--- src/rtl/multi_ff_sync_filter.sv ---
// Multi-flop synchroniser for WIDTH asynchronous inputs with a per-channel
// glitch filter and registered rise/fall edge pulses.
module multi_ff_sync_filter #(
  parameter int               WIDTH       = 8,
  parameter int               STAGES      = 2,
  parameter logic [WIDTH-1:0] NRST_VAL    = '0,
  parameter int               FILT_CYCLES = 1
) (
  input  logic             clkin,
  input  logic             nrst_in,
  input  logic [WIDTH-1:0] data_in,
  output logic [WIDTH-1:0] data_out,
  output logic [WIDTH-1:0] rise_pulse,
  output logic [WIDTH-1:0] fall_pulse,
  output logic             any_edge
);

  localparam int CW = (FILT_CYCLES > 1) ? $clog2(FILT_CYCLES) : 1;
  localparam logic [CW-1:0] CNT_MAX = CW'(FILT_CYCLES - 1);

  if (STAGES < 2) begin : g_bad_stages
    $error("multi_ff_sync_filter: STAGES must be >= 2");
  end
  if (FILT_CYCLES < 1) begin : g_bad_filt
    $error("multi_ff_sync_filter: FILT_CYCLES must be >= 1");
  end

  logic [WIDTH-1:0] sync_q [STAGES];
  logic [WIDTH-1:0] sync_d [STAGES];
  logic [CW-1:0]    cnt_q  [WIDTH];
  logic [CW-1:0]    cnt_d  [WIDTH];
  logic [WIDTH-1:0] data_q, data_d;
  logic [WIDTH-1:0] rise_q, rise_d;
  logic [WIDTH-1:0] fall_q, fall_d;
  logic             any_q, any_d;
  logic [WIDTH-1:0] sync_out;

  always_comb begin
    sync_d[0] = data_in;
    for (int s = 1; s < STAGES; s++) begin
      sync_d[s] = sync_q[s-1];
    end
  end

  assign sync_out = sync_q[STAGES-1];

  // A channel only flips once FILT_CYCLES consecutive samples disagree with it.
  always_comb begin
    data_d = data_q;
    rise_d = '0;
    fall_d = '0;
    for (int i = 0; i < WIDTH; i++) begin
      cnt_d[i] = cnt_q[i];
      if (sync_out[i] == data_q[i]) begin
        cnt_d[i] = '0;
      end else if (cnt_q[i] == CNT_MAX) begin
        data_d[i] = sync_out[i];
        cnt_d[i]  = '0;
        rise_d[i] = sync_out[i];
        fall_d[i] = ~sync_out[i];
      end else begin
        cnt_d[i] = cnt_q[i] + CW'(1);
      end
    end
    any_d = |(rise_d | fall_d);
  end

  always_ff @(posedge clkin) begin
    if (!nrst_in) begin
      for (int s = 0; s < STAGES; s++) begin
        sync_q[s] <= NRST_VAL;
      end
      for (int i = 0; i < WIDTH; i++) begin
        cnt_q[i] <= '0;
      end
      data_q <= NRST_VAL;
      rise_q <= '0;
      fall_q <= '0;
      any_q  <= 1'b0;
    end else begin
      for (int s = 0; s < STAGES; s++) begin
        sync_q[s] <= sync_d[s];
      end
      for (int i = 0; i < WIDTH; i++) begin
        cnt_q[i] <= cnt_d[i];
      end
      data_q <= data_d;
      rise_q <= rise_d;
      fall_q <= fall_d;
      any_q  <= any_d;
    end
  end

  assign data_out   = data_q;
  assign rise_pulse = rise_q;
  assign fall_pulse = fall_q;
  assign any_edge   = any_q;

endmodule

--- config.mk ---
export PLATFORM = sky130hd
export DESIGN_NAME = multi_ff_sync_filter
export DESIGN_NICKNAME = d
export VERILOG_FILES = /design/src/rtl/multi_ff_sync_filter.sv
export SDC_FILE = /design/constraint.sdc
export NUM_CORES = 1
export LEC_CHECK = 0
export CAP_MARGIN = 30
export CORE_MARGIN = 3
export CORE_UTILIZATION = 31
export CTS_BUF_LIST = sky130_fd_sc_hd__clkbuf_8
export CTS_CLUSTER_DIAMETER = 200
export DETAILED_ROUTE_END_ITERATION = 16
export PLACE_DENSITY = 0.54
export SKIP_CTS_REPAIR_TIMING = 1
export SYNTH_ARGS = -nofsm -noshare
export SYNTH_HDL_FRONTEND = slang
export SYNTH_SLANG_ARGS = --single-unit
--- constraint.sdc ---
create_clock -name clkin -period 1.6 [get_ports clkin]
set_input_delay 0.16 -clock clkin [delete_from_list [all_inputs] [get_ports clkin]]
set_output_delay 0.16 -clock clkin [all_outputs]
set_load 0.05 [all_outputs]
; ---- Word-level counts from Yosys, hierarchy flattened
; Memories as Yosys holds them, arrays and structs flattened.
; Cells that the tools add are included.
[op_classes]
n_shift = 0
n_eq_ne = 8
add_sub_neg = 8
bitwise_logic = 35
reduce_logical = 9
mul = 0
magnitude_cmp = 0
n_mux = 60
n_div = 0
[op_table]
columns = cell, n
row1 = two-way mux 1 bit, 58
row2 = NOT 1 bit, 24
row3 = two-way mux 8 bit, 2
row4 = AND reduction 2 bit, 8
row5 = bitwise OR 1 bit, 10
row6 = "adder 1 bit, second input constant", 8
row7 = == test 1 bit, 8
row8 = bitwise OR 8 bit, 1
row9 = OR reduction 8 bit, 1
[word_totals]
register_bits = 25
wordCells = 133
rom_bits = 0
latch_bits = 0
input_bits = 10
ram_bits = 24
mem_count = 2
[memory_table]
columns = name, depth, word_bits, rd, rd_clocked_by_memory_dff, write_ports, line
row1 = sync_q, 2, 8, 2, 0, 2, 28  ; logic [WIDTH-1:0] sync_q [STAGES];
row2 = cnt_q, 8, 1, 8, 0, 8, 30  ; logic [CW-1:0] cnt_q [WIDTH];

; ---- Depth between registers and ports, before layout
; Gate-level depths: netlist of the first run.
[depth]
ltp_word = 5
depth_mapped = 4

; ---- Worst setup path before layout of the first run
; Ideal clock, no wire load.
[synth_path]
path_kind = register to register
startpoint = register data_q[1] (netlist: data_out[1])
endpoint = register any_q (netlist: any_edge)
path_slack_ps = 60
n_path_buf = 0
synth_period_minus_slack_ps = 1540
required_time_ps = 1480
arrival_time_ps = 1420
stages_incl_launch_ff = 5
setup_ps = 120
path_cell_list = dfxtp_1 > inv_1 > ha_1 > nand4_1 > o31a_1
[synth_via]
elab_chain_len = 4
elab_cells_between_ends = 5
[synth_rtl]
columns = element, line
row1 = from (decl), 32  ; logic [WIDTH-1:0] data_q, data_d;
row2 = from (signal assigned), 87  ; data_q <= data_d;
row3 = == test 1 bit (*), 54  ; if (sync_out[i] == data_q[i]) begin
row4 = two-way mux 1 bit, 54
row5 = bitwise OR 8 bit (*), 65  ; any_d = |(rise_d | fall_d);
row6 = OR reduction 8 bit (*), 65
row7 = to (signal assigned), 90  ; any_q <= any_d;
row8 = to (decl), 35  ; logic any_q, any_d;
; Mark *: on every way between the ends. The rest lies on a longest branch, timed or not.
; A chain may end at the register's enable or synchronous reset.

; ---- Final worst setup path of the first run
[layout_path]
startpoint = register fall_q[4] (netlist: fall_pulse[4])
endpoint = output fall_pulse[4]
[layout_rtl]
columns = element, line
row1 = from (decl), 34  ; logic [WIDTH-1:0] fall_q, fall_d;
row2 = from (signal assigned), 89  ; fall_q <= fall_d;
row3 = to (decl), 14  ; output logic [WIDTH-1:0] fall_pulse,
; No word-level cell between the ends.

==> results of run 1 <==
power breakdown:
group	switching (mW)	total (mW)	internal (mW)
sequential	0.0142	1.09	1.08
combinational	0.0847	0.156	0.0715
clock	0.324	0.666	0.341
synthesized netlist by cell type:
cell type	n
nor2_1	2
nand2b_1	3
a21oi_1	1
nand3_1	1
o31a_1	1
nand4_1	1
dfxtp_1	42
nor2b_1	8
inv_1	14
and2_1	30
buf_4	1
conb_1	1
ha_1	14
mux2i_1	8
buf_2	3
layout make-up:
cell class | instances | area (um2)
fill | 438 | 2540
sequential | 42 | 841
multi-input combinational | 70 | 548
timing repair buffer | 35 | 303
clock buffer | 6 | 82.6
tap | 52 | 65.1
inverter | 14 | 52.6
clock inverter | 2 | 8.76
cell families after synthesis:
| family | after synthesis |
|---|---|
| AOI/OAI and AO/OA | 2 |
| muxes | 8 |
| other | 1 |
| adders and majority gates | 14 |
| buffers and inverters | 18 |
| and+or+nand+nor | 45 |
| DFF | 42 |
routing by layer:
| metal | GRT usage | vias up | wire length [um] |
|---|---|---|---|
| li1 | - | 468 | - |
| met1 | 0.0920 | 380 | 941 |
| met2 | 0.141 | 25 | 1010 |
| met3 | 0.0334 | 8 | 142 |
| met4 | 0.0711 | 0 | 72 |
| met5 | 0 | - | 0 |
flip-flops by register name (all words and copies together), names as in the netlist:
register and flops:
sync_q 16, fall_pulse 8, any_edge 1, cnt_q 1
rise_pulse 8, data_out 8
worst paths after layout:
kind,from,end,slack (ps)
min,sync_q[0][2],sync_q[0][10],440
max,fall_pulse[4],fall_pulse[4],60
max reg2reg,data_out[2],any_edge,310
min reg2reg,sync_q[0][2],sync_q[0][10],440
metrics by stage:
| step | util | setup slack, ps | total power, mW |
|---|---|---|---|
| 2_1_floorplan | - | 60.3 | 1.22 |
| 3_3_place_gp | 0.407 | 328 | 1.27 |
| 3_5_place_dp | 0.407 | 294 | 1.28 |
| 4_1_cts | 0.427 | 37.4 | 1.96 |
| 5_1_grt | 0.428 | 4.48 | 2.02 |
| 6_report | 0.428 | 57.7 | 1.91 |
==> summary.md, run 1 <==
| Metric | Value |
|---|---|
| Most common cell after layout, fill and taps aside | `dfxtp_1` |
| Layout Area Growth over Synthesis | `29.8%` |
| Global route overflow | `0` |
| Fraction of final layout cells sized beyond drive strength 1 | `0.160` |
| Initial Util | `0.329` |
| Setup crit end kind | `primary output` |
| Setup crit start kind | `register` |
| Clock-pin slew on the worst setup and hold paths | `70 ps` |
| Pwr dens | `just over 1000 nW/um2` |
| DRT Wirelength | `~2.2 mm` |
| Multiplexer share of the synthesized area | `0.0547` |
| Final period utilization | `0.964` |
| Lkg Pwr | `about 0.87 nW` |
| Largest cells by area after synthesis | `dfxtp_1 (57%), and2_1 (13%), ha_1 (12%)` |
| Initial antenna violation count | `0` |
| Placed Area | `about 1800 um2` |
| FP Rows | `24` |
| DRT Pass-1 Iters | `2` |
| Yosys reg bits | `42` |
| # IOs | `35` |
| Outcome | `complete, no violations` |
| DR DRC count | `0` |
| Dpl cells | `213` |
| Detailed Place HPWL | `1.57 mm` |
| Hold_ws | `436 ps` |
| Worst-margin pin slew | `about 500 ps` |
| DRT antenna net count | `0` |
| Hold depth | `1` |
| Synth area leader | `dfxtp_1` |
| CP arrival | `roughly 1400 ps` |
| Post-Synth XOR/XNOR Area | `0` |
| RSZ-0062 raised after global routing | `false` |
| Top Family by Delay on Critical Path | `buffers and inverters` |
| Hold Path Class | `register to register` |
| Fin nets | `~190` |
| CTS H-Tree Depth | `2` |
| Via density | `roughly 4` |
| Inserted Diodes | `0` |
| Gate count of the mapped netlist | `130` |
| Syn_area_per_cell | `about 11 um2` |
| Final setup fails | `0` |
| Clock Latency Late Sink | `about 280 ps` |
| Critical path class | `register to primary output` |
| Clock buffer depth | `2` |
| Fin. Hold Viols | `0` |
| Post-Syn Area | `between 1000 and 1500 um2` |
| Worst path bufs/invs | `1` |
| Period minus WS final | `1540 ps` |
| Num CTS Buffers | `5` |
| Die H | `about 75 um` |
| Non-filler cells in the finished layout | `221` |
| Register area share after synthesis | `0.574` |
| Die ar. | `roughly 5600 um2` |
| VDD IR max | `0.383 mV` |
| # Max-Cap Violations | `0` |
| Simple-gate share of the synthesized area | `0.188` |
| Slowest stage cell on the critical path | `clkdlybuf4s50_1` |
| Via count | `about 880` |
| Most frequent cells in the layout | `dfxtp_1 (42), and2_1 (30), buf_4 (20)` |
| Critical path depth in cells | `1` |
| Die X | `~75 um` |
| Vias in the first global route | `between 800 and 900` |
| Post-Synth Adder-Cell Area | `0.120` |
| Syn_nets | `~150` |
| Relative slew slack | `0.666` |
| Distinct cells, synth | `15` |
| Crit path largest cell delay | `790 ps` |
| Post-route cell area | `around 1900 um2` |
| R2R depth | `4` |
| Layout Skew | `approximately 5.3 ps` |
| Ys Warns | `0` |
| Placer Congestion | `about 0.65` |
| Root Buffer | `clkbuf_8` |
| Setup TNS | `0 ps` |
| Synth top area share | `0.574` |
| First-pass GRT wire length | `between 3 and 4 mm` |
| Max-slew violations | `0` |
| Buffers on Ports | `34` |
| Worst Path Max Fanout | `1` |
| Per-cell routed wire length | `9.81 um` |
| Gr usage total | `0.0882` |
| Worst path required time | `1440 ps` |
| Largest family of logic cells by synthesized area | `simple AND/OR/NAND/NOR gates` |
| CP Cell Sequence | `clkdlybuf4s50_1` |
| Largest net degree at the start of global routing | `41` |
| DRT iter0 DRCs | `42` |
| Core area | `roughly 4400 um2` |
| Compound-cell area share of the yosys netlist | `0.00940` |
| Highest clock rate | `648 MHz` |
| CTS sink count | `42` |
| CTS tree | `built` |
No activity file was read; power rests on OpenSTA's default activity.
==> run 2, diff against run 1 <==
Settings changed: PLACE_DENSITY 0.54 to not set, PLACE_DENSITY_LB_ADDON set to 0.25.
==> run 2 against run 1 <==
Net effect: total power is 0.41% higher; sequential cell count is the same; global-route usage is 0.32 points higher; first-iteration DRC count fell by 33%; critical endpoint is now rise_pulse[2]; largest power group unchanged; highest routed layer unchanged.
==> summary.md, run 2 (synthesized netlist as in run 1, its figures left out) <==
| Metric | Value |
|---|---|
| VDD IR max | `0.379 mV` |
| Worst path required time | `1440 ps` |
| Via density | `around 4` |
| Fin. Hold Viols | `0` |
| Setup TNS | `0 ps` |
| Placer Congestion | `~0.64` |
| Combinational fraction of design power | `0.082` |
| R2r endpoint | `any_edge` |
| CP arrival | `1390 ps` |
| Fin nets | `between 150 and 200` |
| Per-cell routed wire length | `~11 um` |
| Fin util | `0.425` |
| Detailed Place HPWL | `1.76 mm` |
| Period minus WS final | `about 1600 ps` |
| Reg power frac | `0.569` |
| Max-slew violations | `0` |
| CTS sink count | `42` |
| Met3 usage | `0.0414` |
| Most common cell after layout, fill and taps aside | `dfxtp_1` |
| Vias in the first global route | `roughly 900` |
| Via count | `904` |
| Worst path bufs/invs | `1` |
| Initial antenna violation count | `0` |
| Top Family by Delay on Critical Path | `buffers and inverters` |
| Hold Startpoint | `sync_q[0][2]` |
| Met1 Usage GRT | `0.0932` |
| Hold depth | `1` |
| CTS H-Tree Depth | `2` |
| Die ar. | `roughly 5600 um2` |
| Pwr dens | `about 1000 nW/um2` |
| FP Rows | `24` |
| CP Cell Sequence | `clkdlybuf4s50_1` |
| Slowest stage cell on the critical path | `clkdlybuf4s50_1` |
| Inserted Diodes | `0` |
| Initial Util | `0.329` |
| Critical path depth in cells | `1` |
| Clock power share | `0.350` |
| Largest net degree at the start of global routing | `between 40 and 50` |
| CTS tree | `built` |
| Fraction of final layout cells sized beyond drive strength 1 | `0.178` |
| # Max-Cap Violations | `0` |
| Sw Pwr | `approximately 430 uW` |
| Post-Place Worst Slack | `~300 ps` |
| # IOs | `35` |
| Gr usage total | `0.0914` |
| Clock buffer depth | `2` |
| Gr busiest metal | `met2` |
| Final period utilization | `0.971` |
| Outcome | `complete, no violations` |
| Die H | `~75 um` |
| Global route overflow | `0` |
| Worst Hold End | `sync_q[0][10]` |
| Most frequent cells in the layout | `dfxtp_1 (42), and2_1 (30), buf_4 (23)` |
| Buffers on Ports | `34` |
| RSZ-0062 raised after global routing | `false` |
| Highest clock rate | `644 MHz` |
| Die X | `approximately 75 um` |
| DRT Wirelength | `roughly 2.3 mm` |
| Critical path class | `register to primary output` |
| DRT Pass-1 Iters | `2` |
| Num CTS Buffers | `5` |
| Core area | `~4400 um2` |
| Final setup fails | `0` |
| Worst Setup Slack, final | `~47 ps` |
| Clock-pin slew on the worst setup and hold paths | `around 70 ps` |
| Switching fraction of total power | `0.224` |
| Layout Skew | `between 3 and 4 ps` |
| DRT iter0 DRCs | `28` |
| Clock Latency Late Sink | `between 200 and 300 ps` |
| Setup crit end kind | `primary output` |
| Root Buffer | `clkbuf_8` |
| R2R depth | `4` |
| Layout Area Growth over Synthesis | `29.1%` |
| DRT antenna net count | `0` |
| Worst R2R Setup Slack | `slightly above 300 ps` |
| First-pass GRT wire length | `~3.8 mm` |
| Int Power | `between 1 and 1.5 mW` |
| Setup crit start kind | `register` |
| Lkg Pwr | `around 0.86 nW` |
| Max reg flops | `16` |
| Hold Path Class | `register to register` |
| Crit path largest cell delay | `between 700 and 800 ps` |
| DR DRC count | `0` |
| Top reg by flops | `sync_q` |
| Worst Path Max Fanout | `1` |
| Grt met2 use | `0.157` |
| Reg-to-reg startpoint | `data_out[2]` |
run 2: power groups by stage:
stage          Clock, mW  Combinational (mW)  Sequential, mW
6_report           0.672               0.157            1.09
5_1_grt            0.742               0.172            1.10
4_1_cts            0.699               0.160            1.09
3_5_place_dp           0               0.160            1.12
3_3_place_gp           0               0.157            1.12
2_1_floorplan          0              0.0601            1.16
run 2: cell type report:
class | instances | area, um2
Fill cell | 425 | 2550
Sequential cell | 42 | 841
Multi-Input combinational cell | 70 | 548
Timing Repair Buffer | 35 | 293
Clock buffer | 6 | 82.6
Tap cell | 52 | 65.1
Inverter | 14 | 52.6
Clock inverter | 2 | 8.76
run 2: per-layer routing:
metal	vias up	share of wire
li1	470	-
met1	406	0.42
met2	23	0.49
met3	5	0.064
met4	0	0.022
met5	-	0
run 2: stage by stage:
stage          hold WS [ps]  power, mW  area [um2]  instances
2_1_floorplan           287       1.22        1460        130
3_3_place_gp            416       1.27        1800        213
3_5_place_dp            420       1.28        1800        213
4_1_cts                 437       1.95        1890        221
5_1_grt                 442       2.01        1890        221
6_report                436       1.92        1890        221
run 2: worst max-delay path by stage:
stage                             start             to
after floorplan             data_out[1]       any_edge
after global placement      data_out[3]       any_edge
after detailed placement    data_out[2]       any_edge
after CTS                 rise_pulse[2]  rise_pulse[2]
after global routing      rise_pulse[2]  rise_pulse[2]
final                     rise_pulse[2]  rise_pulse[2]
